===== src/rtl/uart_baud_gen_frac.sv =====
// uart_baud_gen_frac: fractional oversample/bit tick generator with shadowed runtime config and resync
module uart_baud_gen_frac #(
  parameter int CNT_W        = 16,
  parameter int FRAC_W       = 8,
  parameter int OS_W         = 6,
  parameter int DEF_DIV_INT  = 325,
  parameter int DEF_DIV_FRAC = 133,
  parameter int DEF_OS       = 16
) (
  input  logic              clk,
  input  logic              rst_n,
  input  logic              en,
  input  logic [CNT_W-1:0]  cfg_div_int,
  input  logic [FRAC_W-1:0] cfg_div_frac,
  input  logic [OS_W-1:0]   cfg_os,
  input  logic              cfg_load,
  input  logic              resync,
  output logic              os_tick,
  output logic              bit_tick,
  output logic [OS_W-1:0]   os_phase,
  output logic              cfg_err
);
  localparam logic [CNT_W-1:0]  DEF_INT  = CNT_W'(DEF_DIV_INT);
  localparam logic [FRAC_W-1:0] DEF_FRAC = FRAC_W'(DEF_DIV_FRAC);
  localparam logic [OS_W-1:0]   DEF_OSV  = OS_W'(DEF_OS);
  localparam logic [CNT_W-1:0]  INT_MIN  = CNT_W'(2);
  localparam logic [OS_W-1:0]   OS_MIN   = OS_W'(2);
  localparam logic [OS_W-1:0]   OS_ONE   = OS_W'(1);
  localparam logic [CNT_W:0]    CNT_ONE  = (CNT_W+1)'(1);
  logic [CNT_W-1:0]  sh_div_int_q, sh_div_int_d, act_div_int_q, act_div_int_d, div_cnt_q, div_cnt_d;
  logic [FRAC_W-1:0] sh_div_frac_q, sh_div_frac_d, act_div_frac_q, act_div_frac_d, frac_acc_q, frac_acc_d;
  logic [OS_W-1:0]   sh_os_q, sh_os_d, act_os_q, act_os_d, os_cnt_q, os_cnt_d, os_phase_q, os_phase_d;
  logic              pend_q, pend_d, cfg_err_q, cfg_err_d, os_tick_q, os_tick_d, bit_tick_q, bit_tick_d;
  logic [FRAC_W:0]   sum;
  logic [CNT_W:0]    period, cnt_nxt;
  logic              hit, apply, wrap;
  // Shadow/apply of config, fractional period timing, and oversample phase tracking.
  // os_cnt is the index the next os_tick will carry; os_phase is the index of the latest one.
  always_comb begin
    sum            = {1'b0, frac_acc_q} + {1'b0, act_div_frac_q};
    period         = {1'b0, act_div_int_q} + {{CNT_W{1'b0}}, sum[FRAC_W]};
    cnt_nxt        = {1'b0, div_cnt_q} + CNT_ONE;
    hit            = en && !resync && (cnt_nxt >= period);
    apply          = pend_q && (!en || resync || hit);
    wrap           = os_cnt_q >= act_os_q - OS_ONE;
    sh_div_int_d   = cfg_load ? cfg_div_int : sh_div_int_q;
    sh_div_frac_d  = cfg_load ? cfg_div_frac : sh_div_frac_q;
    sh_os_d        = cfg_load ? cfg_os : sh_os_q;
    pend_d         = cfg_load || (pend_q && !apply);
    act_div_int_d  = !apply ? act_div_int_q : (sh_div_int_q < INT_MIN) ? INT_MIN : sh_div_int_q;
    act_div_frac_d = apply ? sh_div_frac_q : act_div_frac_q;
    act_os_d       = !apply ? act_os_q : (sh_os_q < OS_MIN) ? OS_MIN : sh_os_q;
    cfg_err_d      = apply ? ((sh_div_int_q < INT_MIN) || (sh_os_q < OS_MIN)) : cfg_err_q;
    div_cnt_d      = (!en || resync || hit) ? '0 : cnt_nxt[CNT_W-1:0];
    frac_acc_d     = (!en || resync) ? '0 : hit ? sum[FRAC_W-1:0] : frac_acc_q;
    os_cnt_d       = !en ? '0 : resync ? (act_os_d >> 1) : hit ? (wrap ? '0 : os_cnt_q + OS_ONE) : os_cnt_q;
    os_phase_d     = !en ? '0 : resync ? (act_os_d >> 1) : hit ? os_cnt_q : os_phase_q;
    os_tick_d      = hit;
    bit_tick_d     = hit && wrap;
  end
  // State registers with asynchronous active-low reset to the default configuration
  always_ff @(posedge clk or negedge rst_n) begin
    if (!rst_n) begin
      sh_div_int_q   <= DEF_INT;
      sh_div_frac_q  <= DEF_FRAC;
      sh_os_q        <= DEF_OSV;
      act_div_int_q  <= DEF_INT;
      act_div_frac_q <= DEF_FRAC;
      act_os_q       <= DEF_OSV;
      pend_q         <= 1'b0;
      cfg_err_q      <= 1'b0;
      div_cnt_q      <= '0;
      frac_acc_q     <= '0;
      os_cnt_q       <= '0;
      os_phase_q     <= '0;
      os_tick_q      <= 1'b0;
      bit_tick_q     <= 1'b0;
    end else begin
      sh_div_int_q   <= sh_div_int_d;
      sh_div_frac_q  <= sh_div_frac_d;
      sh_os_q        <= sh_os_d;
      act_div_int_q  <= act_div_int_d;
      act_div_frac_q <= act_div_frac_d;
      act_os_q       <= act_os_d;
      pend_q         <= pend_d;
      cfg_err_q      <= cfg_err_d;
      div_cnt_q      <= div_cnt_d;
      frac_acc_q     <= frac_acc_d;
      os_cnt_q       <= os_cnt_d;
      os_phase_q     <= os_phase_d;
      os_tick_q      <= os_tick_d;
      bit_tick_q     <= bit_tick_d;
    end
  end
  assign os_tick  = os_tick_q;
  assign bit_tick = bit_tick_q;
  assign os_phase = os_phase_q;
  assign cfg_err  = cfg_err_q;
endmodule


===== config.mk =====
export PLATFORM = sky130hd
export DESIGN_NAME = uart_baud_gen_frac
export DESIGN_NICKNAME = d
export VERILOG_FILES = /design/src/rtl/uart_baud_gen_frac.sv
export SDC_FILE = /design/constraint.sdc
export NUM_CORES = 1
export LEC_CHECK = 0
export CORE_ASPECT_RATIO = 1.25
export CORE_UTILIZATION = 59
export CTS_CLUSTER_DIAMETER = 80
export DETAILED_ROUTE_END_ITERATION = 7
export PLACE_DENSITY = 0.81
export SLEW_MARGIN = 20
export SYNTH_ARGS = -nofsm -noshare
export SYNTH_HDL_FRONTEND = slang
export SYNTH_SLANG_ARGS = --single-unit

===== constraint.sdc =====
create_clock -name clk -period 5.36 [get_ports clk]
set_input_delay 1.072 -clock clk [delete_from_list [all_inputs] [get_ports clk]]
set_output_delay 1.072 -clock clk [all_outputs]
set_load 0.1 [all_outputs]

==> flow_summary.ini <==
[critical_path]
startpoint_type = flop
crit_fanout = 16
crit_type = flop to flop
worstSetupEndpointType = flop
arrival_ns = 5.25
cp.required_ns = 5.58

[cells_and_area]
multi_input_area_um2 = 2880
final_area_um2 = 6400
finalCoreUtilization_pct = 70.2
n_antenna_cell = 0
finalNonFillerCells = 659
syn2layout_area_growth_pct = 15.5
register_area_um2 = 2520
final_nets = 604
layout-drive-gt1-share_pct = 19.2
fillers = 647

[floorplanning]
coreArea_um2 = 9130
die_w_um = 88.7
fp.dieArea_um2 = 9800
dieHeight_um = 110
io_pins = 44
rows = 39
start_util_pct = 60.8

[global_route]
grt_overflow_total = 0
track_usage_pct = 26.2
grt_max_degree = 69
grt_pass1_wl_um = 19700
grt_pass1_vias = 4164
antenna_found_initial = 0

[logic_synthesis]
synth_sequential_area_ratio_pct = 45.5
synth.area.top_cells = dfrtp_1, ha_1, dfstp_2, mux2_4, mux2_2
synth_top_area_cell = dfrtp_1
synth-xor-area-share_pct = 5.84
syn_area_um2 = 5550
synth-compound-area-share_pct = 8.75
synth_most_common_cell = dfrtp_1
syn_area_per_cell_um2 = 11.4
syn-num-nets = 560
synth_simple_gate_area_share_pct = 13.7
synth_adder_area_share_pct = 8.71
synth_mux_area_share_pct = 14.7
synth_edf_count = 0
synth_common_cells = dfrtp_1, ha_1, mux2_2, nand3_1, mux2_4
synthFlopType = dfrtp_1
syn_inst = 487
yosys_warnings = 0
synth_top_area_share_pct = 37.9
synth_seq_cells = 100
ys_types = 56
synth_top_family_by_area = multiplexers
synthArstFlopShare_pct = 100

[cts]
cts_tree = done
cts_max_level = 3
clockBufferDepth = 2
cts_setup_buffers = 0
clk_pin_slew_ns = 0.06
clock_latency_ns = 0.34
cts_buffers = 9
cts_resized = 0
clock-sinks = 100
postCtsHoldBufs = 0
cts-root-buf = clkbuf_16

[placement]
numPortBuffers = 43
place_inst = 642
placed_area_um2 = 6100
gp_congestion = 0.903
hpwl_um = 8180
place_ws_ns = 0.360

[timing]
rsz0062_at_grt = no
setup_violations = 0
post-route-min-period_ns = 5.03
worst_slack_ns = 0.329
fin_crit_sh_pct = 93.9
tightest_slew_ns = 0.988
final.setup.tns_ns = 0
clock.fmax_mhz = 199
relSlewSlack_pct = 33.9
clock_skew_ns = 0.00566
maxSlewViolCount = 0
hold_viol_final = 0

[power]
powerDensity_nw_per_um2 = 298
swShare_pct = 28.3
vdd_drop_max_uv = 195
sequentialPowerShare_pct = 48.8
p_leak_nw = 2.88
p_sw_uw = 539
p_comb_share_pct = 19.6
p_clk_share_pct = 31.6
internal-power_mw = 1.37

[routing]
drc = 0
wire_per_inst_um = 17.5
viasPerCell = 5.95
wirelength_um = 11500
drtPass1Iterations = 4
final_antenna_net_count = 0
vias = 3921
drt_iter0_drc = 276

[job]
drv_cap = 0

[run_status]
status = complete, no violations

[hold_path]
worstHoldPathType = flop to flop
==> layout make-up <==
cell class                 count  area share (%)
timing repair buffer          51            8.09
tap                          123            2.40
clock inverter                 5           0.586
inverter                      14           0.821
sequential                   100            39.4
multi-input combinational    355            44.9
clock buffer                  11            3.79
==> state kept, by name, indices dropped and copies added, names as in the netlist, 6 cells and up <==
register / count
sh_div_frac_q: 8
os_cnt_q: 6
act_div_frac_q: 8
frac_acc_q: 8
act_os_q: 6
sh_os_q: 6
os_phase: 6
div_cnt_q: 16
act_div_int_q: 16
sh_div_int_q: 16
==> cell families after synthesis <==
family / Yosys count
AOI/OAI and AO/OA: 73
xor gates and xnor gates: 37
adders and majority gates: 38
muxes: 64
buffers and inverters: 32
and+or+nand+nor: 143
DFF: 100
==> per-layer routing <==
metal	part of all wire, %	track usage, %	vias to the layer above
li1	-	-	1851
met1	44	34.3	1956
met2	50	42.2	94
met3	3.7	6.13	20
met4	2.2	8.71	0
met5	0	0	-
==> power groups by stage <==
stage	clock network (mW)	logic (mW)	registers, mW
final	0.603	0.374	0.930
after CTS	0.613	0.372	0.929
after global placement	0	0.354	0.935
after floorplan	0	0.252	0.936
after global routing	0.643	0.415	0.940
after detailed placement	0	0.369	0.941
==> worst max-delay path, cell delays in order (launching register included) <==
cell	delay, ns
dfstp_2	0.53
ha_1	0.16
inv_1	0.06
fa_1	0.40
nor2b_1	0.13
o21a_1	0.13
o21ai_0	0.12
a21oi_1	0.17
o21ai_0	0.09
nand2b_1	0.09
ha_1	0.23
ha_1	0.25
nand2_1	0.07
nor2_1	0.20
nand3_1	0.12
xor2_1	0.16
ha_1	0.30
nand4_1	0.13
nor3_2	0.28
a221o_1	0.34
nor2_8	0.09
a21boi_4	0.27
buf_12	0.22
mux2_2	0.36
==> cells in the final DEF, fill, tap and decap left out, types with 3 or more instances in the layout <==
cell              n
a211oi_1          6
a21o_1            7
a21oi_1          17
a22oi_1           3
and2_1            7
and3_1           18
buf_4             7
clkbuf_16        10
clkdlybuf4s50_1  42
dfrtp_1          84
dfstp_2          16
ha_1             37
inv_1            14
mux2_2           31
mux2_4           27
mux2i_1           6
nand2_1          26
nand2b_1          5
nand3_1          28
nand4_1           8
nor2_1           20
nor2b_1           4
nor3_1            8
nor4_1            7
o211ai_1          3
o21ai_0          15
or3_1             3
xnor2_1          19
xor2_1           18
==> per-stage QoR <==
step / power [mW] / hold slack [ns]
after detailed placement: 1.31 / 0.472
final: 1.91 / 0.480
after floorplan: 1.19 / 0.447
after global placement: 1.29 / 0.461
after CTS: 1.91 / 0.483
after global routing: 2.00 / 0.511
==> path summary, 6_finish.rpt <==
| kind | from | to | slack (ns) | cells after the start |
|---|---|---|---|---|
| worst max-delay path | act_div_frac_q[0] | act_div_int_q[15] | 0.33 | 23 |
| worst min-delay path | act_div_int_q[0] | act_div_int_q[0] | 0.48 | 2 |
| worst max register to register | act_div_frac_q[0] | act_div_int_q[15] | 0.33 | 23 |
| worst min register to register | act_div_int_q[0] | act_div_int_q[0] | 0.48 | 2 |
| max in group asynchronous | rst_n | act_div_int_q[5] | 3.54 | 2 |
| min in group asynchronous | rst_n | os_phase[1] | 0.66 | 1 |
No activity file was read; power rests on OpenSTA's default activity.
